`src/rtl/data_mem_arbiter.sv`:
```
// Single-port data-memory arbiter: pipeline MEM stage vs. host loader, with read-data return routing.
// Optional host anti-starvation: define ARB_FAIR_EN to enable the MAX_WAIT wait counter.
module data_mem_arbiter #(
    parameter int ADDR_W   = 14,
    parameter int DATA_W   = 24,
    parameter int MAX_WAIT = 4
) (
    input  logic              clk,
    input  logic              rst,
    input  logic              p_req,
    input  logic              p_we,
    input  logic [ADDR_W-1:0] p_addr,
    input  logic [DATA_W-1:0] p_wdata,
    output logic              p_stall,
    output logic              p_rvalid,
    output logic [DATA_W-1:0] p_rdata,
    input  logic              h_req,
    input  logic              h_we,
    input  logic [ADDR_W-1:0] h_addr,
    input  logic [DATA_W-1:0] h_wdata,
    output logic              h_gnt,
    output logic              h_rvalid,
    output logic [DATA_W-1:0] h_rdata,
    output logic              mem_en,
    output logic              mem_we,
    output logic [ADDR_W-1:0] mem_addr,
    output logic [DATA_W-1:0] mem_wdata,
    input  logic [DATA_W-1:0] mem_rdata
);

    typedef enum logic [1:0] {IDLE, RD_P, RD_H} rd_state_t;

    rd_state_t         state_p1, state_nxt;
    logic              grant_p, grant_h;
    logic              host_due;
    logic [ADDR_W-1:0] addr_hold_p1;
    logic [DATA_W-1:0] wdata_hold_p1;
    logic [DATA_W-1:0] p_rdata_hold_p1, h_rdata_hold_p1;

`ifdef ARB_FAIR_EN
    localparam int CNT_W = $clog2(MAX_WAIT + 1);
    logic [CNT_W-1:0] wait_cnt_p1;

    assign host_due = h_req && (wait_cnt_p1 == CNT_W'(MAX_WAIT));

    always_ff @(posedge clk or negedge rst) begin
        if (!rst) begin
            wait_cnt_p1 <= '0;
        end else if (grant_h) begin
            wait_cnt_p1 <= '0;
        end else if (h_req && (wait_cnt_p1 != CNT_W'(MAX_WAIT))) begin
            wait_cnt_p1 <= wait_cnt_p1 + 1'b1;
        end
    end
`else
    assign host_due = 1'b0;
`endif

    // Request cycle: grant and memory port drive are purely combinational
    always_comb begin
        grant_p = 1'b0;
        grant_h = 1'b0;
        if (rst) begin
            if (host_due) begin
                grant_h = 1'b1;
            end else if (p_req) begin
                grant_p = 1'b1;
            end else if (h_req) begin
                grant_h = 1'b1;
            end
        end
    end

    assign p_stall = p_req & ~grant_p;
    assign h_gnt   = grant_h;

    always_comb begin
        mem_en    = 1'b0;
        mem_we    = 1'b0;
        mem_addr  = addr_hold_p1;
        mem_wdata = wdata_hold_p1;
        if (grant_p) begin
            mem_en    = 1'b1;
            mem_we    = p_we;
            mem_addr  = p_addr;
            mem_wdata = p_wdata;
        end else if (grant_h) begin
            mem_en    = 1'b1;
            mem_we    = h_we;
            mem_addr  = h_addr;
            mem_wdata = h_wdata;
        end
    end

    always_ff @(posedge clk or negedge rst) begin
        if (!rst) begin
            addr_hold_p1  <= '0;
            wdata_hold_p1 <= '0;
        end else if (mem_en) begin
            addr_hold_p1  <= mem_addr;
            wdata_hold_p1 <= mem_wdata;
        end
    end

    always_comb begin
        state_nxt = IDLE;
        if (grant_p && !p_we) begin
            state_nxt = RD_P;
        end else if (grant_h && !h_we) begin
            state_nxt = RD_H;
        end
    end

    always_ff @(posedge clk or negedge rst) begin
        if (!rst) begin
            state_p1 <= IDLE;
        end else begin
            state_p1 <= state_nxt;
        end
    end

    // Response cycle: read data is routed to whichever port issued last cycle's read
    assign p_rvalid = (state_p1 == RD_P);
    assign h_rvalid = (state_p1 == RD_H);
    assign p_rdata  = p_rvalid ? mem_rdata : p_rdata_hold_p1;
    assign h_rdata  = h_rvalid ? mem_rdata : h_rdata_hold_p1;

    always_ff @(posedge clk or negedge rst) begin
        if (!rst) begin
            p_rdata_hold_p1 <= '0;
            h_rdata_hold_p1 <= '0;
        end else begin
            if (p_rvalid) p_rdata_hold_p1 <= mem_rdata;
            if (h_rvalid) h_rdata_hold_p1 <= mem_rdata;
        end
    end

endmodule

```
`config.mk`:
```
export PLATFORM = sky130hd
export DESIGN_NAME = data_mem_arbiter
export DESIGN_NICKNAME = d
export VERILOG_FILES = /design/src/rtl/data_mem_arbiter.sv
export SDC_FILE = /design/constraint.sdc
export NUM_CORES = 1
export LEC_CHECK = 0
export ABC_AREA = 1
export ABC_CLOCK_PERIOD_IN_PS = 1800
export CAP_MARGIN = 30
export CORE_UTILIZATION = 41
export CTS_BUF_LIST = sky130_fd_sc_hd__clkbuf_4
export DETAILED_ROUTE_END_ITERATION = 8
export PLACE_DENSITY_LB_ADDON = 0.1
export SKIP_CTS_REPAIR_TIMING = 1
export SLEW_MARGIN = 20
export SYNTH_ARGS = -nofsm -noshare
export SYNTH_HDL_FRONTEND = slang
export SYNTH_SLANG_ARGS = --single-unit
```
`constraint.sdc`:
```
create_clock -name clk -period 1.8 [get_ports clk]
set_input_delay 0.45 -clock clk [delete_from_list [all_inputs] [get_ports clk]]
set_output_delay 0.45 -clock clk [all_outputs]
set_load 0.02 [all_outputs]
```
==> impl_metrics.json, run 1 <==
{
  "violations_in_the_final_reports": "setup timing",
  "synth_sequential_area_ratio_pct": 56.66,
  "hold_path.class": "in2async",
  "boundaryPins": 198,
  "crit_required_ps": 1350,
  "area_growth_pct": 100.5,
  "portBuffers": 197,
  "finalPower_uw": 6253,
  "grt_setup_unrepaired": "true",
  "count_of_buffer_and_inverter_cells_on_the_critical_path": 3,
  "initial_core_util_pct": 42.26,
  "fmaxAchievable_mhz": 486.4,
  "design.die.area_um2": 9872,
  "outcome": "finished with violations",
  "post_synth_fa_ha_maj_area_fraction_pct": 0,
  "dp_hpwl_um": 9199,
  "route.detailed.wl_per_inst_um": 18.08,
  "mappedNetlistArea_um2": 3886,
  "yosys_register_bits": 88,
  "min_period_over_period_pct": 114.2,
  "worst_slew_pin_slew_ps": 370.2,
  "max-clock-path-buffers": 2,
  "first_pass_iteration_count_of_the_detailed_router": 4,
  "grt_pass1_vias": 4431,
  "timing.rr.end": "p_rdata_hold_p1[2]",
  "synth_top_family_by_area": "simple AND/OR/NAND/NOR gates",
  "arrival_time_worst_endpoint_ps": 1610,
  "tritoncts": "built",
  "postRouteWirelength_um": 16000,
  "die_w_um": 99.36,
  "placement_rows": 35,
  "die_y_um": 99.36,
  "route.antenna.remaining_nets": 0,
  "grt_start_max_net_pins": 40,
  "crit_path_top_delay_cell": "dfrtp_1",
  "post_synth_and_or_nand_nor_area_fraction_pct": 30.30,
  "rr_worst_depth": 7,
  "setup.worst_path.start_class": "flop",
  "grt_antenna_before_repair": 0,
  "leak_uw": 0.003887,
  "synthesis_warnings": 0,
  "num_vias": 4721,
  "power_per_standard_cell_area_nw_per_um2": 802.3,
  "placed_area_um2": 6859,
  "totalNegativeSetupSlack_ps": -10360,
  "synth_cells": 450,
  "numCtsBuffers": 9,
  "clk_latency_ps": 440,
  "timing_worst_setup_path_type": "reg2out",
  "gp_routability_congestion": 0.7794,
  "reg2reg_slack_ps": 460,
  "rr_startpoint": "state_p1[1]",
  "iteration_0_drc_markers": 206,
  "ys_types": 13,
  "dp.cells": 848,
  "tritoncts_num_sinks": 88,
  "post_synth_mux_area_share_pct": 0,
  "finalNonFillerCells": 885,
  "finalHoldViolations": 0,
  "path_cells": "inv_2 > nand2_8 > clkbuf_16 > o21ai_4 > buf_6",
  "insertedDiodeCount": 0,
  "core_area_um2": 9196,
  "fin_util_pct": 84.75,
  "cts.clk_slew.worst_paths_ps": 160,
  "grt_overflow_total": 0,
  "crit_fanout": 8,
  "endpoint_class_of_the_critical_path": "output port",
  "synth_compound_gate_area_share_pct": 6.182,
  "skew_ps": 32.48,
  "ir_worst_vdd_v": 0.0004339,
  "post_synth.cell_area_avg_um2": 8.636,
  "timing_max_transition_violations_final": 0,
  "timing.max_slew.rel_slack_pct": 75.32,
  "global_route_wire_length_before_repair_um": 20240,
  "setup_viol_count_final": 50,
  "remaining_drc_errors": 0,
  "final.min_clock_period_ps": 2056,
  "max_capacitance_violation_count": 0,
  "total_routing_resource_utilization_after_global_routing_pct": 25.78,
  "final_layout_size_suffix_gt1_share_pct": 41.99,
  "finalWorstSetupSlack_ps": -255.8,
  "syn_nets": 556,
  "cts_htree_levels": 3,
  "non_filler_cell_area_final_um2": 7794,
  "synthXorXnorAreaFrac_pct": 0,
  "cp-startpoint": "state_p1[1]",
  "drt-vias-per-instance": 5.334,
  "cts_root_buffer": "clkbuf_4",
  "cp_top_family": "buffers and inverters",
  "nets": 875,
  "critical_path.max_stage_delay_ps": 440
}
-- Yosys cell counts, drive strengths merged --
| master | instances | share of area (%) |
|---|---|---|
| nor3 | 1 | 0.13 |
| nand2 | 94 | 9.1 |
| buf | 18 | 2.4 |
| clkbuf | 16 | 1.5 |
| o21ai | 48 | 6.2 |
| nand3 | 114 | 15 |
| nand4 | 38 | 6.1 |
| inv | 30 | 2.9 |
| nor2 | 3 | 0.29 |
| dfrtp | 88 | 57 |
-- placed cells by master (no fill, tap or decap), types with 2 or more instances in the layout --
master / instances
o21ai_2: 16
inv_2: 2
clkinvlp_4: 3
o21ai_4: 32
clkbuf_4: 10
buf_12: 9
buf_4: 132
nand2_2: 21
dlygate4sd3_1: 6
nand2_4: 3
nand4_1: 38
buf_8: 2
nand2_1: 69
buf_2: 9
clkbuf_2: 15
clkdlybuf4s50_1: 102
nand3_1: 114
clkbuf_16: 8
dlymetal6s2s_1: 3
nor2_1: 2
buf_6: 56
inv_1: 26
dfrtp_1: 87
inv_6: 3
-- layout make-up --
class | count | area (um^2)
Clock inverter | 6 | 43.79
Sequential cell | 88 | 2203
Fill cell | 516 | 1403
Tap cell | 111 | 138.9
Multi-Input combinational cell | 298 | 1932
Timing Repair Buffer | 342 | 3271
Clock buffer | 10 | 75.07
Inverter | 30 | 130.1
-- layer usage --
metal | track usage [%] | up-vias | wire length [um]
li1 | - | 2184 | -
met1 | 31.33 | 2310 | 6014
met2 | 45.57 | 198 | 8672
met3 | 5.411 | 29 | 1015
met4 | 8.710 | 0 | 299
met5 | 0 | - | 0
-- stage by stage --
step           hold WS [ps]  setup slack, ps
2_1_floorplan         154.4            25.41
3_3_place_gp          282.6           -836.6
3_5_place_dp          280.1           -888.4
4_1_cts              -178.9           -899.4
5_1_grt              -6.404           -346.1
6_report              16.70           -255.8
-- how the worst max path moves through the flow --
stage          cells after the start            end
4_1_cts                            7   mem_wdata[7]
2_1_floorplan                      5     h_rdata[0]
6_report                           5     p_rdata[6]
3_3_place_gp                       7  mem_wdata[23]
3_5_place_dp                       7   mem_wdata[7]
5_1_grt                            6    p_rdata[22]
-- kinds of logic after synthesis --
family                 Yosys count
flip-flops                      88
buffers and inverters           64
AO/OA/AOI/OAI                   48
AND/OR/NAND/NOR                250
-- flip-flops by register name, summed over array words and instances (netlist names) --
signal / count
addr_hold_p1: 14
p_rdata_hold_p1: 24
state_p1: 2
h_rdata_hold_p1: 24
wdata_hold_p1: 24
-- report_power, final --
part	leakage (uW)	internal, uW	total [uW]	switching [uW]
sequential	0.00109	2300	2420	127
combinational	0.00274	1400	2820	1420
clock	0.0000571	305	1010	709
total	0.00389	4000	6250	2260
(Power assumes the default switching activity.)
==> run 2: changes to the inputs <==
ABC_AREA = unset   (was 1)
ABC_CLOCK_PERIOD_IN_PS = unset   (was 1800)
CORE_UTILIZATION = 43   (was 41)
PLACE_DENSITY_LB_ADDON = 0.05   (was 0.1)
==> run 2 against run 1 <==
  * The flow still finishes with violations (setup timing)
  * Global-route usage shrank 3.5 points
  * Wire length shrank 7.4%
  * Clock power grew 30%
  * Clock skew shrank 13 ps
  * Critical path depth shrank 1
  * Die area grew 5.1%
  * Power shrank 0.65%
  * Worst setup slack lost 150 ps
  * Fmax shrank 6.8%
  * Sequential power is essentially flat
  * Sequential cell count is the same
  * Critical endpoint is now p_rdata[21]
  * Largest cell class unchanged
==> impl_metrics.json, run 2 <==
{
  "outcome": "finished with violations",
  "violations_in_the_final_reports": "setup timing",
  "max-clock-path-buffers": 2,
  "area_growth_pct": 80.31,
  "setup_viol_count_final": 59,
  "tritoncts_num_sinks": 88,
  "grt_antenna_before_repair": 4,
  "max_capacitance_violation_count": 0,
  "mostFrequentLayoutCell": "dfrtp_1",
  "grt_setup_unrepaired": "true",
  "power_per_standard_cell_area_nw_per_um2": 803.0,
  "timing_worst_setup_path_type": "reg2out",
  "min_period_over_period_pct": 122.5,
  "gp_routability_congestion": 0.8097,
  "design.die.area_um2": 10380,
  "die_y_um": 101.9,
  "placement_rows": 36,
  "clk_latency_ps": 410,
  "cts_root_buffer": "clkbuf_4",
  "core_area_um2": 9729,
  "num_vias": 4010,
  "synthTopCellsByArea": "dfrtp_1, mux2_2, o221a_1",
  "drt-vias-per-instance": 5.656,
  "synth.top_cells.by_count": "dfrtp_1, mux2_2, o221a_1, nand4bb_1, o221a_2",
  "final_layout_size_suffix_gt1_share_pct": 52.27,
  "yosysTopAreaCellShare_pct": 51.33,
  "syn_nets": 402,
  "grt_pass1_vias": 3710,
  "timing.max_slew.rel_slack_pct": 62.71,
  "synth_sequential_area_ratio_pct": 51.33,
  "endpoint_class_of_the_critical_path": "output port",
  "rr_startpoint": "state_p1[1]",
  "portBuffers": 197,
  "post_synth.cell_area_avg_um2": 14.49,
  "tritoncts": "built",
  "rr_worst_depth": 3,
  "leak_uw": 0.003626,
  "crit_fanout": 12,
  "postRouteWirelength_um": 14820,
  "final_cell_mix": "dfrtp_1, buf_4, clkdlybuf4s50_1",
  "synth_async_sr_flop_share_pct": 100.0,
  "cts_htree_levels": 3,
  "die_w_um": 101.9,
  "final.min_clock_period_ps": 2205,
  "arrival_time_worst_endpoint_ps": 1760,
  "fin_util_pct": 79.51,
  "yosys_register_bits": 88,
  "grt_start_max_net_pins": 34,
  "setup.worst_path.start_class": "flop",
  "post-synth-top-count-cell": "dfrtp_1",
  "totalNegativeSetupSlack_ps": -17870,
  "total_routing_resource_utilization_after_global_routing_pct": 22.27,
  "finalHoldViolations": 0,
  "skew_ps": 18.99,
  "global_route_wire_length_before_repair_um": 17790,
  "initial_core_util_pct": 44.10,
  "non_filler_cell_area_final_um2": 7736,
  "nets": 673,
  "largest_registers": "h_rdata_hold_p1: 24 flops, p_rdata_hold_p1: 24 flops, wdata_hold_p1: 24 flops",
  "remaining_drc_errors": 0,
  "route.detailed.wl_per_inst_um": 20.90,
  "ir_worst_vdd_v": 0.0003770,
  "crit_required_ps": 1350,
  "ys_types": 18,
  "timing_max_transition_violations_final": 0,
  "reg2reg_slack_ps": 500,
  "dp_hpwl_um": 8754,
  "first_pass_iteration_count_of_the_detailed_router": 4,
  "iteration_0_drc_markers": 173,
  "placed_area_um2": 6820,
  "dp.cells": 656,
  "boundaryPins": 198,
  "synth_cells": 296,
  "route.antenna.remaining_nets": 0,
  "hold_path.class": "in2async",
  "mappedNetlistArea_um2": 4290,
  "numCtsBuffers": 9,
  "worst_slew_pin_slew_ps": 557.6,
  "timing.rr.end": "p_rdata_hold_p1[15]",
  "number_of_enable_flip_flop_cells_after_synthesis": 0,
  "synthesis_warnings": 0,
  "final.hold.worst_slack_ps": 170.7,
  "synth_largest_area_cell": "dfrtp_1",
  "grt_overflow_total": 0,
  "finalNonFillerCells": 709,
  "synth-main-ff-cell": "dfrtp_1",
  "cts.clk_slew.worst_paths_ps": 160,
  "finalWorstSetupSlack_ps": -405.0,
  "fmaxAchievable_mhz": 453.5
}
## run 2: cell types whose count changed in the layout (fill, tap and decap cells not counted), sizes merged, moves of 38 or more
cell / delta
dlymetal6s2s: +43
clkdlybuf4s50: -43
o221a: +76
nand2: -92
nand4: -38
nand3: -114
nand4bb: +38
mux2: +48
o21ai: -48
buf: -50
## run 2: worst max-delay path by stage
| stage | startpoint | end | slack (ps) | cells after the start |
|---|---|---|---|---|
| 5_1_grt | state_p1[1] | p_rdata[20] | -500 | 4 |
| 2_1_floorplan | state_p1[1] | p_rdata[14] | 40 | 4 |
| 4_1_cts | p_req | mem_wdata[14] | -960 | 5 |
| 6_report | state_p1[1] | p_rdata[21] | -410 | 4 |
| 3_5_place_dp | p_req | mem_wdata[14] | -960 | 5 |
| 3_3_place_gp | p_req | mem_wdata[14] | -960 | 5 |
## run 2: cell type report
cell class,instances,area (um^2)
Clock buffer,9,67.56
Sequential cell,88,2202
Clock inverter,7,103.9
Timing Repair Buffer,293,3039
Multi-Input combinational cell,174,2143
Antenna cell,4,10.01
Tap cell,133,166.4
Inverter,1,3.754
Fill cell,565,1993
## run 2: per-stage QoR
step | power (uW) | worst slack (ps)
after CTS | 6124 | -963.9
final | 6212 | -405.0
after floorplan | 3604 | 41.39
after global routing | 6488 | -495.5
after global placement | 4766 | -959.2
after detailed placement | 4828 | -963.8
## run 2: routing by layer
metal  wire (um)  global-route usage [%]  vias up
li1            -                       -     1779
met1        5763                   25.98     2028
met2        7803                   39.81      175
met3         892                   5.677       28
met4         356                   7.692        0
met5           0                       0        -
## run 2: cell families after synthesis
logic type             after synthesis  share of synthesized area (%)
flip-flops                          88                          51.33
AO/OA/AOI/OAI                       78                          20.33
multiplexers                        48                          12.60
AND/OR/NAND/NOR                     47                          11.20
buffers and inverters               35                          4.549
## run 2: where the power goes
| group | total (uW) | switching [uW] | internal [uW] |
|---|---|---|---|
| sequential | 2450 | 137 | 2320 |
| clock | 1310 | 723 | 585 |
| combinational | 2450 | 1150 | 1300 |
## run 2: worst max-delay path, stage by stage, from the launching register on
cell       delay [ps]
dfrtp_1           450
nor2b_4           190
clkbuf_16         200
mux2_2            350
buf_2             160
==> RTL change 1 (config.mk and constraints of run 1) <==
The option `ARB_FAIR_EN` is turned on by a define.
--- a/src/rtl/data_mem_arbiter.sv
+++ b/src/rtl/data_mem_arbiter.sv
@@ -1,5 +1,7 @@
 // Single-port data-memory arbiter: pipeline MEM stage vs. host loader, with read-data return routing.
 // Optional host anti-starvation: define ARB_FAIR_EN to enable the MAX_WAIT wait counter.
+`define ARB_FAIR_EN
+
 module data_mem_arbiter #(
     parameter int ADDR_W   = 14,
     parameter int DATA_W   = 24,
Behaviour: not the same (a bounded check fails within 10 cycles, from zero or initial values and one cycle with rst low).
==> RTL change 1 against run 1 <==
- sequential cell count grew 3
- synthesized area grew 5.8%
- via count grew 12%
- cell area grew 12%
- clock power grew 48%
- core utilization grew 4.7 points
- wire length grew 22%
- power grew 45%
- register-to-register slack lost 0.21 ns
- sequential power grew 17%
- setup slack lost 0.30 ns
- the flow still finishes with violations (negative setup slack)
- maximum frequency shrank 13%
- clock skew shrank 0.011 ns
==> RTL change 1: results (changes against run 1) <==
Cells and area
  – Layout cells sized above 1: 51.4% (was 42.0%)
  – Final Non-Filler Cells: 938 (was 885)
  – Fin nets: 908 (was 875)
  – Filler cell count: 428 (was 516)

Synthesis
  – Synth area leaders: dfrtp_1, nand3_1, nand2_1 (unchanged)
  – Most common library cells after synthesis: nand3_1, dfrtp_1, nand2_1 (was nand3_1, nand2_1, dfrtp_1)
  – Mean Syn Cell Area: 8.64 um2 (about the same)
  – Synth unique cells: 18 (was 13)
  – Sequential area share after synthesis: 55.4% (was 56.7%)
  – Syn Nets: 584 (was 556)
  – Adder-cell share of the synthesized area: 0.609% (was 0%)
  – Compound-Gate Fraction of Synth Area: 6.09% (was 6.18%)

Power
  – Clock share of power: 16.5% (was 16.2%)
  – Switching Fraction: 38.4% (was 36.1%)
  – Reg power frac: 31.1% (was 38.8%)
  – Leakage power: 4.27 nW (was 3.89 nW)
  – Total Power: 0.00906 W (was 0.00625 W)
  – Peak VDD IR: 507 uV (was 434 uV)

Timing
  – Final worst slack: -0.555 ns (was -0.256 ns)
  – Worst slew pin tran: 0.607 ns (was 0.370 ns)
  – Setup_tns: -35.81 ns (was -10.36 ns)
  – Hold slack: 0.121 ns (was 0.0167 ns)
  – Worst clock skew: 0.0216 ns (was 0.0325 ns)
  – Final setup violating endpoints: 91 (was 50)

Worst setup path
  – CP Data Arrival Time: 1.90 ns (was 1.61 ns)
  – FF-to-FF Start: wait_cnt_p1[0] (was state_p1[1])
  – Flop2flop setup slack: 0.25 ns (was 0.46 ns)
  – Worst Setup EP: h_rdata[9] (was p_rdata[6])
  – Worst R2R Path Depth: 9 (was 7)
  – Crit Reg-Reg Endpoint: wdata_hold_p1[0] (was p_rdata_hold_p1[2])
  – Critical path origin: state_p1[0] (was state_p1[1])

Global route
  – All-Layer GR Usage: 24.8% (was 25.8%)
  – First-pass GRT wire length: 20100 um (was 20200 um)
  – Largest net degree at the start of global routing: 49 (was 40)
  – Vias in the first global route: 4375 (was 4431)

Placement
  – GP Congestion: 0.817 (was 0.779)
  – Post-Place Cell Area: 7140 um2 (was 6860 um2)
  – HPWL Detailed: 9560 um (was 9200 um)
  – Dpl cells: 895 (was 848)

Route
  – DRT Pass-1 Iters: 5 (was 4)
  – Mean number of vias per cell: 5.62 (was 5.33)
  – Final WL: 19500 um (was 16000 um)
  – Starting DRT DRC Count: 308 (was 206)

Run status
  – Status: complete, but fails checks (unchanged)
  – Failing checks: negative setup slack (unchanged)
## RTL change 1: cell type report
cell class / count / area (um2) / area share [%]
Clock inverter: 7 / 121 / 1.39
Clock buffer: 9 / 67.6 / 0.776
Sequential cell: 91 / 2280 / 26.2
Inverter: 35 / 131 / 1.51
Timing Repair Buffer: 347 / 3470 / 39.9
Tap cell: 133 / 166 / 1.91
Multi-Input combinational cell: 316 / 2470 / 28.3
## RTL change 1: metal layers
layer  wire length [um]  global-route usage [%]
met5                  0                       0
met3               1360                    6.43
met4               1130                    9.34
met1               6960                    30.4
met2              10000                    42.1
## RTL change 1: worst register-to-register path, stage by stage (launching register included)
cell and delay [ns]:
dfrtp_1 0.43, inv_2 0.08, ha_4 0.17, nand2_4 0.08
nand2_8 0.14, buf_12 0.16, nand3_4 0.08, buf_4 0.14
buf_4 0.12, nand3_1 0.08
==> RTL change 2 (flow settings as in run 1) <==
Without the edit above. Encoding of `rd_state_t`: now one-hot (3 bits for 3 states).
--- a/src/rtl/data_mem_arbiter.sv
+++ b/src/rtl/data_mem_arbiter.sv
@@ -28,7 +28,7 @@
     input  logic [DATA_W-1:0] mem_rdata
 );
 
-    typedef enum logic [1:0] {IDLE, RD_P, RD_H} rd_state_t;
+    typedef enum logic [2:0] {IDLE = 3'b001, RD_P = 3'b010, RD_H = 3'b100} rd_state_t;
 
     rd_state_t         state_p1, state_nxt;
     logic              grant_p, grant_h;
Behaviour: same outputs for any inputs over 10 cycles, from zero or initial values and one cycle with rst low; not proved beyond that.
==> RTL change 2 against run 1 <==
- the run still ends with negative setup slack left
- cell area is 1.4% lower
- sequential power rose by 5%
- sequential cell count is 1 higher
- count of clock-buffer cells in the layout fell by 1
- critical path depth up 1
- combinational power up 4%
- global-route usage up 0.076 points
- synthesized area rose by 4.8%
- clock skew is 0.010 ns lower
- power increased by 3.4%
- setup slack got worse by 0.056 ns
- wire length down 1.0%
- largest power group unchanged
- highest routed layer unchanged
==> RTL change 2: results (changes against run 1) <==
Route
  – Starting DRT DRC Count: 180 (was 206)
  – DRT Pass-1 Iters: 6 (was 4)
  – Mean number of vias per cell: 5.29 (was 5.33)
  – Post-route DRC violation count: 0 (unchanged)
  – Met3 Routed Length: 1180 um (was 1020 um)
  – Final WL: 15800 um (was 16000 um)
  – Routed wl met2: 8710 um (was 8670 um)
  – M1 WL: 5570 um (was 6010 um)
  – Routed via count: 4929 (was 4721)

Run status
  – Status: complete, but fails checks (unchanged)
  – Failing checks: negative setup slack (unchanged)

Power
  – Peak VDD IR: 386 uV (was 434 uV)
  – Internal: 0.00411 W (was 0.00400 W)
  – Leakage power: 3.83 nW (was 3.89 nW)

Placement
  – Dpl cells: 879 (was 848)
  – IO buf count: 197 (unchanged)
  – GP Congestion: 0.833 (was 0.779)

Cells and area
  – Fin nets: 901 (was 875)
  – Layout cells sized above 1: 40.7% (was 42.0%)

Timing
  – Final setup violating endpoints: 88 (was 50)
  – Relative slew slack: 66.1% (was 75.3%)
  – Final worst slack: -0.311 ns (was -0.256 ns)
  – Worst clock skew: 0.0221 ns (was 0.0325 ns)

Worst setup path
  – FF-to-FF Start: state_p1[2] (was state_p1[1])
  – Crit Path Max Fanout: 6 (was 8)
  – Top delay family on crit path: flip-flops (was buffers and inverters)
  – Critical path origin: state_p1[0] (was state_p1[1])
  – CP max-delay cell: dfstp_2 (was dfrtp_1)
  – CP Data Arrival Time: 1.66 ns (was 1.61 ns)

Global route
  – Vias in the first global route: 4455 (was 4431)
  – Largest net degree at the start of global routing: 42 (was 40)
  – First-pass GRT wire length: 20700 um (was 20200 um)

Synthesis
  – Post-synthesis cell count: 483 (was 450)
  – Synth area leaders: dfrtp_1, nand3_1, nand2_1 (unchanged)
  – Synth unique cells: 16 (was 13)
  – Post-synth ARST share: 100% (unchanged)
  – Syn Nets: 589 (was 556)
  – Most common library cells after synthesis: nand2_1, nand3_1, dfrtp_1 (was nand3_1, nand2_1, dfrtp_1)
## RTL change 2: per-layer routing
| metal | vias to the layer above | global-route usage, % |
|---|---|---|
| met3 | 33 | 7.25 |
| met4 | 0 | 10.7 |
| li1 | 2324 | - |
| met1 | 2342 | 29.9 |
| met2 | 230 | 45.0 |
| met5 | - | 0 |
## RTL change 2: final cells by class
type,instances,area (um2)
Fill cell,622,2000
Inverter,6,28.8
Multi-Input combinational cell,348,1860
Timing Repair Buffer,341,3290
Sequential cell,89,2230
Clock buffer,9,67.6
Clock inverter,6,50.0
Tap cell,133,166
## RTL change 2: cells by family after synthesis
| kind of cell | Yosys count | share of synthesized area (%) |
|---|---|---|
| buffers and inverters | 46 | 4.76 |
| AND/OR/NAND/NOR | 348 | 40.5 |
| flip-flops | 89 | 54.7 |
## RTL change 2: worst paths after layout
check	to	slack, ns
hold / removal	h_rdata_hold_p1[11]	0.04
max in group asynchronous	state_p1[0]	0.96
min in group clk	state_p1[2]	0.43
setup / recovery	p_rdata[19]	-0.31
setup reg to reg	p_rdata_hold_p1[17]	0.42
hold reg to reg	h_rdata_hold_p1[14]	0.49
## RTL change 2: worst register-to-register path: cells and delay by family, from the launching register on
kind / cells / cell delay [ns]
buffers and inverters: 4 / 0.58
flip-flops: 1 / 0.45
AND/OR/NAND/NOR: 3 / 0.28
## RTL change 2: through the flow
step | area [um2] | power [W] | util, % | setup slack (ns) | TNS [ns]
6_report | 7690 | 0.00647 | 79.4 | -0.311 | -15.55
2_1_floorplan | 4070 | 0.00363 | - | 0.0191 | 0
3_5_place_dp | 6920 | 0.00507 | 71.4 | -0.878 | -53.63
3_3_place_gp | 6920 | 0.00501 | 71.4 | -0.884 | -53.37
4_1_cts | 7040 | 0.00607 | 72.7 | -0.908 | -72.41
5_1_grt | 7690 | 0.00676 | 79.4 | -0.402 | -22.70
## RTL change 2: power groups by stage
stage	logic [W]	clock network (W)	registers [W]
floorplan	0.00113	0	0.00250
global placement	0.00249	0	0.00252
detailed placement	0.00253	0	0.00254
CTS	0.00255	0.00103	0.00249
global route	0.00310	0.00110	0.00256
finish	0.00292	0.00102	0.00253
